### config.mk
export PLATFORM = sky130hd
export DESIGN_NAME = traffic_light_monitor
export DESIGN_NICKNAME = d
export VERILOG_FILES = /design/src/rtl/traffic_light_pkg.sv /design/src/rtl/traffic_light_monitor_phase_timer.sv /design/src/rtl/traffic_light_monitor.sv
export SDC_FILE = /design/constraint.sdc
export NUM_CORES = 1
export LEC_CHECK = 0
export BUFFER_PORTS_ARGS = -buffer_cell sky130_fd_sc_hd__buf_2
export CORE_UTILIZATION = 53
export DETAILED_ROUTE_END_ITERATION = 6
export PLACE_DENSITY = 0.7
export SLEW_MARGIN = 5
export SYNTH_ARGS = -nofsm -noshare
export SYNTH_HDL_FRONTEND = slang
export SYNTH_HIERARCHICAL = 1
export SYNTH_SLANG_ARGS = --single-unit
### constraint.sdc
create_clock -name clk -period 2.8 [get_ports clk]
set_input_delay 0 -clock clk [delete_from_list [all_inputs] [get_ports clk]]
set_output_delay 0 -clock clk [all_outputs]
set_load 0.005 [all_outputs]
### src/rtl/traffic_light_pkg.sv
// Shared types and constants for the traffic light monitor.
// Phase encoding, lamp patterns, default phase lengths and phase helpers.
package traffic_light_pkg;

    typedef enum logic [1:0] {
        PH_NONE   = 2'd0,
        PH_RED    = 2'd1,
        PH_ORANGE = 2'd2,
        PH_GREEN  = 2'd3
    } phase_t;

    localparam int DEF_RED_CYCLES    = 9;
    localparam int DEF_ORANGE_CYCLES = 3;
    localparam int DEF_GREEN_CYCLES  = 4;

    // Lamp patterns as {red, orange, green}
    localparam logic [2:0] LAMP_RED    = 3'b100;
    localparam logic [2:0] LAMP_ORANGE = 3'b010;
    localparam logic [2:0] LAMP_GREEN  = 3'b001;

    // Legal next phase; PH_NONE has no successor
    function automatic phase_t phase_succ(input phase_t p);
        phase_t s;
        case (p)
            PH_RED:    s = PH_ORANGE;
            PH_ORANGE: s = PH_GREEN;
            PH_GREEN:  s = PH_RED;
            default:   s = PH_NONE;
        endcase
        return s;
    endfunction

    // Map a lamp sample to a phase; anything not one-hot is PH_NONE
    function automatic phase_t lamp_decode(input logic [2:0] l);
        phase_t p;
        case (l)
            LAMP_RED:    p = PH_RED;
            LAMP_ORANGE: p = PH_ORANGE;
            LAMP_GREEN:  p = PH_GREEN;
            default:     p = PH_NONE;
        endcase
        return p;
    endfunction

endpackage

### src/rtl/traffic_light_monitor_phase_timer.sv
// Saturating phase-duration counter with load-to-1 and clear.
// Flags the increment that takes the count one past the length.
module phase_timer #(
    parameter int CNT_W = 8
) (
    input  logic             clk,
    input  logic             reset,
    input  logic             clear,
    input  logic             load,
    input  logic             inc,
    input  logic [CNT_W-1:0] len,
    output logic [CNT_W-1:0] count,
    output logic             overlong
);

    localparam logic [CNT_W-1:0] CNT_MAX = '1;
    localparam logic [CNT_W-1:0] CNT_ONE = CNT_W'(1);

    logic [CNT_W-1:0] count_d;
    logic [CNT_W-1:0] count_q;

    // Next count: clear beats load beats a saturating increment
    always_comb begin
        count_d = count_q;
        if (clear) begin
            count_d = '0;
        end else if (load) begin
            count_d = CNT_ONE;
        end else if (inc && (count_q != CNT_MAX)) begin
            count_d = count_q + CNT_ONE;
        end
    end

    // Count register
    always_ff @(posedge clk or posedge reset) begin
        if (reset) begin
            count_q <= '0;
        end else begin
            count_q <= count_d;
        end
    end

    // count+1 == len+1 reduces to count == len on an increment
    assign overlong = inc && !clear && !load && (count_q == len);
    assign count    = count_q;

endmodule

### src/rtl/traffic_light_monitor.sv
// Checks a red/orange/green lamp drive for one-hot, order and timing.
// Locks on red->orange, then flags pulsed and sticky faults and counts cycles.
module traffic_light_monitor
    import traffic_light_pkg::*;
#(
    parameter int RED_CYCLES    = DEF_RED_CYCLES,
    parameter int ORANGE_CYCLES = DEF_ORANGE_CYCLES,
    parameter int GREEN_CYCLES  = DEF_GREEN_CYCLES,
    parameter int CNT_W         = 8
) (
    input  logic             clk,
    input  logic             reset,
    input  logic             red,
    input  logic             orange,
    input  logic             green,
    input  logic             clear_fault,
    output logic             locked,
    output logic [1:0]       phase,
    output logic             err_onehot,
    output logic             err_sequence,
    output logic             err_duration,
    output logic             fault,
    output logic [CNT_W-1:0] cycle_count
);

    typedef enum logic {
        ST_ACQUIRE = 1'b0,
        ST_TRACK   = 1'b1
    } mon_state_t;

    localparam logic [CNT_W-1:0] CYC_ONE = CNT_W'(1);

    mon_state_t       state_d, state_q;
    phase_t           prev_d, prev_q;
    phase_t           phase_d, phase_q;
    logic             locked_d, locked_q;
    logic             err_onehot_d, err_onehot_q;
    logic             err_sequence_d, err_sequence_q;
    logic             err_duration_d, err_duration_q;
    logic             fault_d, fault_q;
    logic [CNT_W-1:0] cycle_count_d, cycle_count_q;

    phase_t           lamp_ph;
    logic             lamp_valid;
    logic             lamp_same;
    logic             lamp_next;
    logic             lock_edge;

    logic             tmr_clear;
    logic             tmr_load;
    logic             tmr_inc;
    logic [CNT_W-1:0] tmr_len;
    logic [CNT_W-1:0] tmr_count;
    logic             tmr_overlong;

    // Required length of a phase in cycles
    function automatic logic [CNT_W-1:0] phase_len(input phase_t p);
        logic [CNT_W-1:0] n;
        case (p)
            PH_RED:    n = CNT_W'(RED_CYCLES);
            PH_ORANGE: n = CNT_W'(ORANGE_CYCLES);
            PH_GREEN:  n = CNT_W'(GREEN_CYCLES);
            default:   n = '0;
        endcase
        return n;
    endfunction

    // Classify the current lamp sample against the previous phase
    always_comb begin
        lamp_ph    = lamp_decode({red, orange, green});
        lamp_valid = (lamp_ph != PH_NONE);
        lamp_same  = (lamp_ph == prev_q);
        lamp_next  = (lamp_ph == phase_succ(prev_q));
        lock_edge  = (prev_q == PH_RED) && (lamp_ph == PH_ORANGE);
        tmr_len    = phase_len(prev_q);
    end

    // Next-state, checks and timer control
    always_comb begin
        state_d        = state_q;
        prev_d         = prev_q;
        phase_d        = phase_q;
        locked_d       = locked_q;
        err_onehot_d   = 1'b0;
        err_sequence_d = 1'b0;
        err_duration_d = 1'b0;
        cycle_count_d  = cycle_count_q;
        tmr_clear      = 1'b0;
        tmr_load       = 1'b0;
        tmr_inc        = 1'b0;

        if (!lamp_valid) begin
            err_onehot_d = 1'b1;
            state_d      = ST_ACQUIRE;
            prev_d       = PH_NONE;
            phase_d      = PH_NONE;
            locked_d     = 1'b0;
            tmr_clear    = 1'b1;
        end else if (state_q == ST_ACQUIRE) begin
            // No checks while acquiring; just follow the lamps
            prev_d = lamp_ph;
            if (lamp_same) begin
                tmr_inc = 1'b1;
            end else begin
                tmr_load = 1'b1;
            end
            if (lock_edge) begin
                state_d  = ST_TRACK;
                locked_d = 1'b1;
                phase_d  = PH_ORANGE;
            end
        end else if (lamp_same) begin
            tmr_inc        = 1'b1;
            err_duration_d = tmr_overlong;
        end else if (lamp_next) begin
            // Overlong was already reported while the phase ran on
            err_duration_d = (tmr_count < tmr_len);
            tmr_load       = 1'b1;
            prev_d         = lamp_ph;
            phase_d        = lamp_ph;
            if (lamp_ph == PH_RED) begin
                cycle_count_d = cycle_count_q + CYC_ONE;
            end
        end else begin
            err_sequence_d = 1'b1;
            state_d        = ST_ACQUIRE;
            prev_d         = PH_NONE;
            phase_d        = PH_NONE;
            locked_d       = 1'b0;
            tmr_clear      = 1'b1;
        end

        // A new error on the clearing edge keeps the fault set
        fault_d = (fault_q && !clear_fault)
                | err_onehot_d
                | err_sequence_d
                | err_duration_d;
    end

    // FSM state and registered outputs
    always_ff @(posedge clk or posedge reset) begin
        if (reset) begin
            state_q        <= ST_ACQUIRE;
            prev_q         <= PH_NONE;
            phase_q        <= PH_NONE;
            locked_q       <= 1'b0;
            err_onehot_q   <= 1'b0;
            err_sequence_q <= 1'b0;
            err_duration_q <= 1'b0;
            fault_q        <= 1'b0;
            cycle_count_q  <= '0;
        end else begin
            state_q        <= state_d;
            prev_q         <= prev_d;
            phase_q        <= phase_d;
            locked_q       <= locked_d;
            err_onehot_q   <= err_onehot_d;
            err_sequence_q <= err_sequence_d;
            err_duration_q <= err_duration_d;
            fault_q        <= fault_d;
            cycle_count_q  <= cycle_count_d;
        end
    end

    phase_timer #(
        .CNT_W (CNT_W)
    ) u_timer (
        .clk      (clk),
        .reset    (reset),
        .clear    (tmr_clear),
        .load     (tmr_load),
        .inc      (tmr_inc),
        .len      (tmr_len),
        .count    (tmr_count),
        .overlong (tmr_overlong)
    );

    assign locked       = locked_q;
    assign phase        = phase_q;
    assign err_onehot   = err_onehot_q;
    assign err_sequence = err_sequence_q;
    assign err_duration = err_duration_q;
    assign fault        = fault_q;
    assign cycle_count  = cycle_count_q;

endmodule

==> results of run 1 <==
metal layers:
metal,wire (um),up-vias,GRT usage (%)
met4,44,0,7.14
met2,2000,44,38.5
li1,-,747,-
met5,0,-,0
met3,199,8,6.30
met1,1780,721,29.6
report_power, final:
group / switching, uW / total (uW) / internal [uW] / leakage, uW
Sequential: 15.0 / 403 / 388 / 0.000344
Combinational: 99.1 / 175 / 75.7 / 0.000537
Clock: 119 / 264 / 145 / 0.0000279
area by class of cell:
type	count	share of cell area, %
Tap cell	46	2.76
Multi-Input combinational cell	148	53.8
Clock inverter	1	1.44
Sequential cell	26	31.3
Clock buffer	3	1.08
Inverter	15	2.70
Timing Repair Buffer	25	6.85
worst min path at each step:
stage | endpoint | slack (ns) | cells after the start
2_1_floorplan | u_timer/count[0]$_DFFE_PP0P_ | -0.18 | 1
3_3_place_gp | u_timer/count[1]$_DFFE_PP0P_ | -0.03 | 2
3_5_place_dp | u_timer/count[2]$_DFFE_PP0P_ | -0.02 | 2
4_1_cts | prev_q[1]$_DFFE_PP0P_ | 0.13 | 3
5_1_grt | u_timer/count[2]$_DFFE_PP0P_ | 0.16 | 3
6_report | u_timer/count[0]$_DFFE_PP0P_ | 0.14 | 3
through the flow:
stage                     setup WS, ns  hold slack [ns]  cell area [um^2]
final                            0.242            0.141              2080
after global routing           0.00887            0.159              2080
after CTS                       0.0493            0.132              2070
after detailed placement        0.0970          -0.0223              2000
after global placement           0.286          -0.0339              2000
after floorplan                  0.210           -0.184              1870
sequential cells by signal, indices dropped and copies added (netlist names):
signal	flops
cycle_count	8
u_timer/count	8
phase	2
prev_q	2
err_duration	1
err_onehot	1
err_sequence	1
fault	1
locked	1
state_q	1
synthesized netlist by cell type (3+ instances only):
library cell / n
a21oi_1: 9
a31oi_1: 3
and3_1: 3
buf_2: 3
dfrtp_1: 26
ha_1: 9
inv_1: 15
mux2_2: 3
mux2i_1: 4
nand2_1: 10
nand2b_1: 6
nand3_1: 11
nand4_1: 3
nor2_1: 9
nor3_1: 3
nor4_1: 5
o21ai_0: 5
xnor2_1: 16
worst max-delay path, stage by stage, from the launching register on:
cell and delay, ns:
dfrtp_1 0.44, inv_1 0.14, ha_1 0.42, or3_2 0.51, nand4_4 0.12, a21oi_1 0.18
nor2_1 0.18, nand3_1 0.09, nor3_1 0.15, nand3_1 0.15, o2111ai_2 0.12
cells by family (layout without fill, tap and decap cells):
group | count (synthesis) | after routing | synth area share (%)
buffers and inverters | 23 | 44 | 6.04
multiplexers | 9 | 9 | 5.17
flip-flops | 26 | 26 | 34.9
XOR/XNOR | 18 | 18 | 8.87
AND/OR/NAND/NOR | 71 | 71 | 24.3
adder cells (fa/ha/maj) | 10 | 10 | 6.58
AO/OA/AOI/OAI | 36 | 36 | 13.9
other | 1 | 4 | 0.201
what timing repair did:
action | 4_1_cts | 5_1_grt
gates resized for setup | 0 | 3
hold buffers | 2 | 0
hold endpoints to repair | 27 | 0
setup endpoints to repair | 0 | 8
==> summary.md, run 1 <==
| Metric | Value |
|---|---|
| Status | completed |
| Largest net degree at the start of global routing | 19 |
| Root Buffer | clkbuf_4 |
| Clock Latency Late Sink | about 0.33 ns |
| R2R Path End | fault$_DFF_PP0_ |
| Die width | 61.3 um |
| Grt total ovfl | 0 |
| Reg area | 652 um^2 |
| Worst slew margin | 54.2% |
| Placed cells | between 200 and 300 |
| CP endpoint | fault$_DFF_PP0_ |
| Dominant cell type by area after synthesis | dfrtp_1 |
| Cell Rows | 21 |
| Share of cells above drive strength 1 | roughly a quarter |
| # Post-CTS Setup Buffers | 0 |
| Setup TNS | 0 ns |
| Max-slew violation count | 0 |
| R2R setup slack | 0.24 ns |
| Total GRT Usage | 23.2% |
| Post-route minimum period | around 2.6 ns |
| Core area | 3360 um^2 |
| Initial DRT Pass Iterations | 4 |
| Die H | about 61 um |
| Fin nets | ~230 |
| Avg WL per Cell | ~15 um |
| Top Ports | 21 |
| Tcrit/Tclk final | between 90% and 100% |
| Clk_skew | about 0.0095 ns |
| Post-layout util | 61.9% |
| Clock buffer depth | 2 |
| Syn. warnings | 6 |
| First-pass GRT wire length | about 6.3 mm |
| Clock Pin Slew Worst Setup and Hold Paths | about 0.15 ns |
| Vias in the first global route | approximately 1,400 |
| Worst min-delay path category | in -> async |
| Vias | between 1,500 and 2,000 |
| Yosys top cell area share | 34.9% |
| Mapped Area | between 1500 and 2000 um^2 |
| Multi-input logic area | between 1000 and 1500 um^2 |
| Finished Layout Cells | roughly 260 |
| Max capacitance violation total | 0 |
| DRT iter0 DRCs | 94 |
| Initial Utilization | roughly 55% |
| Via/cell ratio | 5.76 |
| Synth Register Bits | 26 |
| Critical path arrival | ~2.8 ns |
| CTS Sinks | 26 |
| Gpl congestion | between 0.8 and 0.9 |
| Total CTS buffers | 3 |
| Worst IR Drop VDD | 0.000204 V |
| CP Max Fanout | 7 |
| F_max | about 390 MHz |
| Most frequent cells in the layout | dfrtp_1, buf_2, xnor2_1, inv_1, nand3_1 |
| Area contributors post-synth | dfrtp_1, xnor2_1, ha_1 |
| Syn-to-layout area delta | 11.8% |
| Pwr Total | around 840 uW |
| Post-route DRC | 0 |
| Avg Cell Area, Syn | 9.60 um^2 |
| # fillers | roughly 320 |
| Worst R2R Start | prev_q[0]$_DFFE_PP0P_ |
| CTS tree | yes |
| Die area | 3760 um^2 |
| Post-synth EDFFs | 0 |
| Reg2Reg Depth | 10 |
| Unrepaired setup endpoints after global routing | no |
| Final hold vios | 0 |
| Syn Inst Count | approximately 190 |
| Synth cell types | between 60 and 70 |
| Final antenna-violating net count | 0 |
| Most common cell after layout, fill and taps aside | dfrtp_1 |
| Synth async-reset ratio | 100% |
| Antenna Cells | 0 |
| Worst setup SP type | register |
| H-tree lvl count | 1 |
| Register area share after synthesis | a little over a third |
| Crit. Startpoint | prev_q[0]$_DFFE_PP0P_ |
| Initial antenna violation count | 0 |
| Dpl hpwl | 2.99 mm |
| Worst Max-Slew Pin Slew | 0.686 ns |
| Final Setup Violations | 0 |
| Final wirelength | about 4.0 mm |
| Prevailing post-synth register cell | dfrtp_1 |
| Critical path class | reg -> reg |
| Power per cell area | approximately 400 nW/um^2 |
| Port Buffer Count | 20 |
| Worst endpoint required time | 3.06 ns |
| Leak Pwr | 0.000909 uW |
| Worst setup EP type | register |
(Power assumes the default switching activity.)
==> inputs of run 2 (changes only) <==
--- a/config.mk
+++ b/config.mk
@@ -6,6 +6,7 @@
 export NUM_CORES = 1
 export LEC_CHECK = 0
 export BUFFER_PORTS_ARGS = -buffer_cell sky130_fd_sc_hd__buf_2
+export CORE_ASPECT_RATIO = 2
 export CORE_UTILIZATION = 53
 export DETAILED_ROUTE_END_ITERATION = 6
 export PLACE_DENSITY = 0.7
==> run 2 against run 1 <==
The flow now finishes with violations (DRC). Fmax about the same. Combinational power about the same. Sequential share of layout area increased by 0.12 points. Register-to-register slack about the same. Critical path depth unchanged. Final area decreased by 0.18%. Critical path type unchanged. Highest routed layer unchanged.
==> summary.md, run 2 (synthesis gave the netlist of run 1 again) <==
| Metric | Value |
|---|---|
| Status | finished with violations |
| Failing checks | DRC |
| Initial DRT Pass Iterations | 6 (+2) |
| Worst IR Drop VDD | 0.000433 V (+110%) |
| Setup TNS | 0 ns (unchanged) |
| Top Ports | 21 (unchanged) |
| Leak Pwr | 0.000914 uW (+0.65%) |
| Core area | 3380 um^2 (+0.45%) |
| Power per cell area | 429 nW/um^2 (+6.3%) |
| Hold WS | 0.216 ns (+0.0755 ns) |
| Die area | 3770 um^2 (+0.38%) |
| Worst Max-Slew Pin Slew | 0.712 ns (+0.0256 ns) |
| Dpl hpwl | 3.34 mm (+12%) |
| CTS tree | yes |
| CP Max Fanout | 9 (+2) |
| Via/cell ratio | 6.09 (+5.7%) |
| CTS Sinks | 26 (unchanged) |
| Final hold vios | 0 (unchanged) |
| Initial antenna violation count | 0 (unchanged) |
| Avg WL per Cell | 17.0 um (+12%) |
| Die H | 85.8 um (+40%) |
| DRT iter0 DRCs | 48 (-49%) |
| Unrepaired setup endpoints after global routing | no |
| Final wirelength | 4.26 mm (+5.7%) |
| Grt total ovfl | 0 (unchanged) |
| Worst min-delay path category | in -> async |
| Clock Latency Late Sink | 0.27 ns (-0.06 ns) |
| Vias | 1,522 (+0.13%) |
| Clock Pin Slew Worst Setup and Hold Paths | 0.09 ns (-0.06 ns) |
| Worst setup EP type | register |
| Most common cell after layout, fill and taps aside | dfrtp_1 |
| Placed cells | 244 (-5.4%) |
| Clock buffer depth | 2 (unchanged) |
| Worst endpoint required time | 2.99 ns (-0.07 ns) |
| Vias in the first global route | 1,481 (+8.3%) |
| Post-layout util | 61.5% (-0.39 points) |
| Max-slew violation count | 0 (unchanged) |
| Gpl congestion | 0.859 (-0.85%) |
| Total GRT Usage | 24.2% (+0.97 points) |
| Total CTS buffers | 3 (unchanged) |
| Finished Layout Cells | 250 (-5.3%) |
| Pwr Total | 892 uW (+6.1%) |
| Final antenna-violating net count | 0 (unchanged) |
| Post-route minimum period | 2.56 ns (+0.00157 ns) |
| Clk_skew | 0.00178 ns (-0.00773 ns) |
| Share of cells above drive strength 1 | 23.9% (unchanged) |
| Post-route DRC | 1 (+1) |
| First-pass GRT wire length | 6.93 mm (+11%) |
| Critical path class | reg -> reg |
| Largest net degree at the start of global routing | 19 (unchanged) |
| Root Buffer | clkbuf_8 |
| Initial Utilization | 55.1% (-0.25 points) |
| Most frequent cells in the layout | dfrtp_1, buf_2, xnor2_1, inv_1, nand3_1 |
| Tcrit/Tclk final | 91.4% (about the same) |
| Antenna Cells | 0 (unchanged) |
| Die width | 43.9 um (-28%) |
| Fin nets | 234 (unchanged) |
| Worst setup SP type | register |
| Critical path arrival | 2.75 ns (-0.07 ns) |
| # fillers | 312 (-3.1%) |
| Port Buffer Count | 20 (unchanged) |
| Final Setup Violations | 0 (unchanged) |
| # Post-CTS Setup Buffers | 0 (unchanged) |
| Syn-to-layout area delta | 11.6% |
| Cell Rows | 30 (+43%) |
| F_max | 391 MHz (about the same) |
| Max capacitance violation total | 0 (unchanged) |
| H-tree lvl count | 1 (unchanged) |
| Worst slew margin | 52.5% (-1.7 points) |
==> run 2: changes by cell type in the layout (fill, tap and decap cells not counted) <==
cell / change
clkbuf_8: +3
clkbuf_4: -3
dfrtp_1: -1
a31oi_2: -1
dfrtp_2: +1
a31oi_1: +1
==> run 2: path summary, 6_finish.rpt <==
path | from | endpoint | slack, ns | cells after the start
worst max-delay path | prev_q[0]$_DFFE_PP0P_ | fault$_DFF_PP0_ | 0.24 | 10
worst min-delay path | reset | u_timer/count[5]$_DFFE_PP0P_ | 0.22 | 3
worst max register to register | prev_q[0]$_DFFE_PP0P_ | fault$_DFF_PP0_ | 0.24 | 10
worst min register to register | cycle_count[7]$_DFFE_PP0P_ | cycle_count[7]$_DFFE_PP0P_ | 0.47 | 1
max in group asynchronous | reset | prev_q[1]$_DFFE_PP0P_ | 1.92 | 3
min in group clk | red | prev_q[1]$_DFFE_PP0P_ | 0.22 | 3
==> run 2: through the flow <==
step | worst slack, ns | cell area, um^2
3_3_place_gp | 0.261 | 1980
2_1_floorplan | 0.210 | 1870
6_report | 0.241 | 2080
3_5_place_dp | 0.133 | 1980
4_1_cts | 0.124 | 2070
5_1_grt | 0.0746 | 2080
==> run 2: power by group <==
part / total (uW) / leakage (uW) / switching, uW / internal [uW]
logic: 174 / 0.000536 / 98.0 / 75.6
registers: 404 / 0.000343 / 16.3 / 387
clock network: 315 / 0.0000357 / 124 / 191
total: 892 / 0.000914 / 238 / 654
==> run 2: final cells by class <==
class,count,area (um^2),share of cell area [%]
sequential,26,653,31.4
clock inverter,1,30.0,1.44
tap,32,40.0,1.93
clock buffer,3,41.3,1.99
timing repair buffer,25,143,6.86
inverter,15,56.3,2.71
multi-input combinational,148,1110,53.6
==> run 2: what timing repair did <==
action | CTS | global route
setup endpoints to repair | 0 | 4
gates resized for setup | 0 | 3
hold endpoints to repair | 27 | 0
hold buffers | 2 | 0
==> run 2: critical path, stage by stage (launching register included) <==
cell and delay, ns:
dfrtp_2 0.45, inv_1 0.13, ha_1 0.40, or3_2 0.50
nand4_4 0.12, a21oi_1 0.17, nor2_1 0.20, nand3_1 0.09
nor3_1 0.15, nand3_1 0.14, o2111ai_2 0.12
==> run 2: metal layers <==
metal	track usage [%]	wire, um	up-vias
met1	27.0	1660	732
li1	-	-	746
met4	7.44	51	0
met2	46.1	2440	40
met3	1.89	113	4
met5	0	0	-
